### src/rtl/fifo_sr_pkg.sv
// Shared types and helpers for the multi-flux FIFO read engine:
// round-robin search, one-hot decode and tag-field width.
package fifo_sr_pkg;

   localparam int MAX_FLUX = 32;

   typedef struct packed {
      logic        valid;
      logic [31:0] idx;
   } grant_t;

   function automatic int tag_width(input int flux);
      return (flux > 1) ? $clog2(flux) : 1;
   endfunction

   function automatic int onehot2bin(input logic [MAX_FLUX-1:0] oh);
      int b;
      b = 0;
      for (int i = 0; i < MAX_FLUX; i++) begin
         if (oh[i]) b = i;
      end
      return b;
   endfunction

   // Searches rr+1, rr+2, ... modulo n; walking the offsets downward lets
   // the nearest requester overwrite the farther ones.
   function automatic grant_t rr_next(input logic [MAX_FLUX-1:0] req,
                                      input int rr, input int n);
      grant_t g;
      int     k;
      g.valid = 1'b0;
      g.idx   = '0;
      for (int i = MAX_FLUX; i >= 1; i--) begin
         if (i <= n) begin
            k = (rr + i) % n;
            if (req[k]) begin
               g.valid = 1'b1;
               g.idx   = 32'(k);
            end
         end
      end
      return g;
   endfunction

endpackage

### src/rtl/flux_out_buf.sv
// Small circular buffer feeding one flux's valid/ready consumer; the
// occupancy output is what the read engine uses for credit.
module flux_out_buf #(
   parameter  int DATA_WIDTH = 8,
   parameter  int BUF_DEPTH  = 2,
   localparam int OCC_W      = $clog2(BUF_DEPTH + 1),
   localparam int PTR_W      = $clog2(BUF_DEPTH)
) (
   input  logic                  clk,
   input  logic                  rst,
   input  logic                  push,
   input  logic [DATA_WIDTH-1:0] push_data,
   output logic                  valid,
   output logic [DATA_WIDTH-1:0] data,
   input  logic                  ready,
   output logic [OCC_W-1:0]      occ
);

   logic [DATA_WIDTH-1:0] mem [BUF_DEPTH];
   logic [PTR_W-1:0]      wr_ptr;
   logic [PTR_W-1:0]      rd_ptr;
   logic                  pop;

   function automatic logic [PTR_W-1:0] bump(input logic [PTR_W-1:0] p);
      return (p == PTR_W'(BUF_DEPTH - 1)) ? '0 : p + 1'b1;
   endfunction

   assign valid = (occ != '0);
   assign pop   = valid && ready;
   // Head is forced to zero when empty so the port reads 0 out of reset.
   assign data  = valid ? mem[rd_ptr] : '0;

   always_ff @(posedge clk) begin
      if (rst) begin
         wr_ptr <= '0;
         rd_ptr <= '0;
         occ    <= '0;
      end else begin
         if (push) wr_ptr <= bump(wr_ptr);
         if (pop)  rd_ptr <= bump(rd_ptr);
         case ({push, pop})
            2'b10:   occ <= occ + 1'b1;
            2'b01:   occ <= occ - 1'b1;
            default: occ <= occ;
         endcase
      end
   end

   always_ff @(posedge clk) begin
      if (push) mem[wr_ptr] <= push_data;
   end

endmodule

### src/rtl/fifo_sr_reader.sv
// Read-side engine of the shared-storage multi-flux FIFO: credit-gated
// round-robin read issue, tagged capture and per-flux output buffering.
module fifo_sr_reader
   import fifo_sr_pkg::*;
#(
   parameter  int DATA_WIDTH   = 8,
   parameter  int FLUX         = 2,
   parameter  int READ_LATENCY = 0,
   parameter  int BUF_DEPTH    = 2,
   localparam int TAG_WIDTH    = tag_width(FLUX)
) (
   input  logic                            clk,
   input  logic                            rst,
   output logic [FLUX-1:0]                 fifo_read,
   input  logic [FLUX-1:0]                 fifo_empty,
   input  logic [TAG_WIDTH+DATA_WIDTH-1:0] fifo_dout,
   output logic [FLUX-1:0]                 m_valid,
   output logic [FLUX*DATA_WIDTH-1:0]      m_data,
   input  logic [FLUX-1:0]                 m_ready,
   output logic                            tag_err
);

   localparam int OCC_W = $clog2(BUF_DEPTH + 1);

   logic [OCC_W-1:0]      occ [FLUX];
   logic [FLUX-1:0]       infl;
   logic [FLUX-1:0]       eligible;
   logic [FLUX-1:0]       push;
   logic [TAG_WIDTH-1:0]  rr;
   logic [TAG_WIDTH-1:0]  gnt_idx;
   logic                  gnt_vld;
   grant_t                gnt;
   logic                  cap_vld;
   logic [TAG_WIDTH-1:0]  cap_flux;
   logic [TAG_WIDTH-1:0]  dout_tag;
   logic [DATA_WIDTH-1:0] dout_data;

   assign {dout_tag, dout_data} = fifo_dout;

   // Stage p0: credit check and arbitration on registered occupancy only,
   // so a pop never reaches fifo_read in the same cycle.
   always_comb begin
      for (int f = 0; f < FLUX; f++) begin
         eligible[f] = !fifo_empty[f] && ((int'(occ[f]) + int'(infl[f])) < BUF_DEPTH);
      end
      gnt       = rr_next(MAX_FLUX'(eligible), int'(rr), FLUX);
      gnt_vld   = gnt.valid && !rst;
      gnt_idx   = TAG_WIDTH'(gnt.idx);
      fifo_read = '0;
      if (gnt_vld) fifo_read[gnt_idx] = 1'b1;
   end

   always_ff @(posedge clk) begin
      if (rst)          rr <= TAG_WIDTH'(FLUX - 1);
      else if (gnt_vld) rr <= gnt_idx;
   end

   generate
      if (READ_LATENCY == 0) begin : g_lat0
         assign cap_vld  = gnt_vld;
         assign cap_flux = gnt_idx;
         assign infl     = '0;
      end else begin : g_lat1
         logic                 vld_p1;
         logic [TAG_WIDTH-1:0] flux_p1;

         // Stage p1: the word granted last cycle arrives now.
         always_ff @(posedge clk) begin
            if (rst) vld_p1 <= 1'b0;
            else     vld_p1 <= gnt_vld;
            flux_p1 <= gnt_idx;
         end

         assign cap_vld  = vld_p1 && !rst;
         assign cap_flux = flux_p1;

         always_comb begin
            for (int f = 0; f < FLUX; f++) begin
               infl[f] = vld_p1 && (flux_p1 == TAG_WIDTH'(f));
            end
         end
      end
   endgenerate

   // Capture: the word goes to the flux we asked for even when its tag disagrees.
   always_comb begin
      push = '0;
      if (cap_vld) push[cap_flux] = 1'b1;
   end

   always_ff @(posedge clk) begin
      if (rst)                                tag_err <= 1'b0;
      else if (cap_vld && dout_tag != cap_flux) tag_err <= 1'b1;
   end

   generate
      for (genvar f = 0; f < FLUX; f++) begin : g_buf
         flux_out_buf #(
            .DATA_WIDTH (DATA_WIDTH),
            .BUF_DEPTH  (BUF_DEPTH)
         ) u_buf (
            .clk       (clk),
            .rst       (rst),
            .push      (push[f]),
            .push_data (dout_data),
            .valid     (m_valid[f]),
            .data      (m_data[f*DATA_WIDTH +: DATA_WIDTH]),
            .ready     (m_ready[f]),
            .occ       (occ[f])
         );
      end
   endgenerate

endmodule
### config.mk
export PLATFORM = sky130hd
export DESIGN_NAME = fifo_sr_reader
export DESIGN_NICKNAME = d
export VERILOG_FILES = /design/src/rtl/fifo_sr_pkg.sv /design/src/rtl/flux_out_buf.sv /design/src/rtl/fifo_sr_reader.sv
export SDC_FILE = /design/constraint.sdc
export NUM_CORES = 1
export LEC_CHECK = 0
export BUFFER_PORTS_ARGS = -buffer_cell sky130_fd_sc_hd__buf_2
export CAP_MARGIN = 20
export CORE_MARGIN = 4
export CORE_UTILIZATION = 45
export DETAILED_ROUTE_END_ITERATION = 7
export PLACE_DENSITY = 0.67
export SYNTH_ARGS = -nofsm -noshare
export SYNTH_HDL_FRONTEND = slang
export SYNTH_SLANG_ARGS = --single-unit
export TNS_END_PERCENT = 1
### constraint.sdc
create_clock -name clk -period 3.2 [get_ports clk]
set_input_delay 0 -clock clk [delete_from_list [all_inputs] [get_ports clk]]
set_output_delay 0 -clock clk [all_outputs]
set_load 0.1 [all_outputs]
==> impl_metrics.tcl <==
set metrics [dict create \
    vias 1101 \
    dp_slack_ps 1200 \
    route.met2.wl_mm 1.46 \
    antenna_found_initial 0 \
    placementRows 22 \
    post-cts-setup-buffer-count 0 \
    clockBufferDepth 2 \
    first_iter_violations 47 \
    dpl.hpwl_mm 2.15 \
    top_layer_used "met4" \
    grt_overflow 0 \
    dr.pass1.iters 4 \
    finalSetupTns_ps 0 \
    yosys.area_share.simple_pct 9.74 \
    drt-met1-wl_mm 1.23 \
    yosys-mux-area-fraction_pct 9.03 \
    end_kind "flip-flop" \
    gp_congestion 0.822 \
    max_cap_viol_count 0 \
    synthFlopType "edfxtp_1" \
    finalInstanceArea_um2 2170 \
    portBuffers 35 \
    floorplan.die_area_um2 5010 \
    track_usage_pct 12.3 \
    grt_setup_unrepaired "false" \
    numCtsBuffers 5 \
    hold_viol 0 \
    syn_inst 133 \
    yosysTopAreaCell "edfxtp_1" \
    required_ps 3420 \
    synth_common_cells "edfxtp_1, nor2_1, mux2i_1, dfxtp_1" \
    root_buffer "clkbuf_8" \
    die_y_um 70.8 \
    syn_to_final_growth_pct 22.7 \
    place_area_um2 1960 \
    synth_compound_area_share_pct 4.66 \
    drive_above_1_share_pct 25.8 \
    async_flop_share_pct 0 \
    wl_met3_um 196 \
    setup_violations 0 \
    cts.sinks 44 \
    layout_setup_ws_ps 1160 \
    hp-class "input pin to flip-flop" \
    route.detailed.drc 0 \
    h-tree-depth 2 \
    io_pins 36 \
    core_um2 3740 \
    path_class "flip-flop to flip-flop" \
    synth-seq-area-share_pct 67.7 \
    syn_nets 150 \
    worst_pin_slew_ps 698 \
    path_max_fanout 5 \
    die_w_um 70.8 \
    grt_start_max_net_pins 14 \
    start_kind "flip-flop" \
    synth_top_family_by_area "simple AND/OR/NAND/NOR gates" \
    wl_per_cell_um 13.0 \
    synthesis.area_um2 1770 \
    synth-xor-area-share_pct 2.96 \
    synth.most_common_cell "edfxtp_1" \
    ys_ff_latch 44 \
    period_share_pct 63.7 \
    yosys_warnings 0 \
    synth_edf_count 32 \
    tritoncts "yes" \
    synth_area_per_cell_um2 13.3 \
    grt_pass1_wl_mm 4.76 \
    antenna_cells 0 \
    antenna_left 0 \
    layout_min_cycle_time_ps 2040 \
    maxSlewViolCount 0 \
    status "completed" \
    yosys.area_share.adder_pct 1.41 \
    first_global_vias 1090 \
    n_fill_cell 320 \
    viasPerCell 4.87 \
    initial_core_util_pct 47.4 \
    skew_ps 7.27 \
    critical_path_arrival_ps 2260 \
    nets 194 \
    clock.fmax_ghz 0.491 \
    synth_cell_types 26 \
    clk_pin_slew_ps 80 \
    synth.top_cells.by_area "edfxtp_1, dfxtp_1, mux2i_1, nor2_1, xor2_1" \
    relSlewSlack_pct 53.3 \
    yosys.area.top_type_share_pct 54.2 \
    wl_mm 2.93 \
    insertion_delay_ps 290 \
]
-- flip-flops by register name (all words and copies together) (netlist names), named ones only --
name                count
rr                      1
g_buf.u_buf.occ         4
g_buf.u_buf.wr_ptr      2
tag_err                 1
g_buf.u_buf.mem        32
g_buf.u_buf.rd_ptr      2
-- logic make-up after synthesis --
kind of cell / Yosys count
buf+inv: 15
fa+ha+maj: 2
xor+xnor: 6
simple gates: 38
mux: 16
compound gates: 12
flops: 44
-- through the flow --
step,hold WS [ps],utilization [%],std cells
after global routing,33.8,58.1,226
after floorplan,98.9,-,133
after global placement,227,52.4,209
after CTS,22.3,58.1,226
after detailed placement,232,52.4,209
final,30.2,58.1,226
-- final cells by class --
type                            count  area, um^2  share of cell area, %
Sequential cell                    44        1200                   55.2
Multi-Input combinational cell     74         493                   22.7
Timing Repair Buffer               45         273                   12.5
Clock buffer                        8         121                   5.58
Tap cell                           48        60.1                   2.76
Inverter                            7        26.3                   1.21
-- metal layers --
metal  global-route usage (%)  up-vias
met4                     4.38        0
met5                        0        -
met1                     14.4      501
met3                     3.84        6
li1                         -      553
met2                     21.1       41
-- cells in the final DEF (no fill, tap or decap) --
| cell type | synthesis | routed |
|---|---|---|
| nor4_1 | 2 | 2 |
| inv_2 | 1 | 1 |
| or3_1 | 2 | 2 |
| clkbuf_16 | 0 | 1 |
| and2_1 | 2 | 2 |
| nand2b_1 | 1 | 1 |
| edfxtp_1 | 32 | 32 |
| o21ai_0 | 6 | 6 |
| or2_1 | 1 | 1 |
| a21oi_1 | 2 | 2 |
| o311ai_0 | 1 | 1 |
| ha_1 | 2 | 2 |
| o211ai_1 | 1 | 1 |
| dfxtp_1 | 12 | 12 |
| nor3_1 | 3 | 3 |
| xor2_1 | 4 | 4 |
| xnor2_1 | 2 | 2 |
| o21ai_4 | 1 | 1 |
| buf_2 | 0 | 35 |
| inv_1 | 6 | 6 |
| nor2_1 | 25 | 25 |
| dlygate4sd3_1 | 0 | 9 |
| buf_4 | 4 | 1 |
| clkbuf_8 | 0 | 7 |
| nor3b_1 | 1 | 1 |
| mux2i_1 | 16 | 16 |
| a221o_1 | 1 | 1 |
| nor2b_1 | 1 | 1 |
-- path summary, 6_finish.rpt --
path	start	to	slack (ps)	cells after the start
min reg2reg	g_buf[0].u_buf.wr_ptr	g_buf[0].u_buf.wr_ptr	500	1
min	rst	g_buf[1].u_buf.occ[0]	30	2
max reg2reg	rr	g_buf[1].u_buf.occ[1]	1160	6
max	rr	g_buf[1].u_buf.occ[1]	1160	6
-- timing repair --
item / CTS / global route
hold buffers: 9 / 0
endpoints found under the hold margin: 33 / 0
gates resized for setup: 0 / 0
-- critical path, cell delays in order, from the launching register on --
cell and delay, ps:
dfxtp_1 420, nor3b_1 520, nor3_1 170, inv_1 90
ha_1 250, or3_1 380, a21oi_1 140
Power is left out: the tool's default activity adds up to more than one toggle a clock period on the data nets, which glitch-free logic cannot reach.
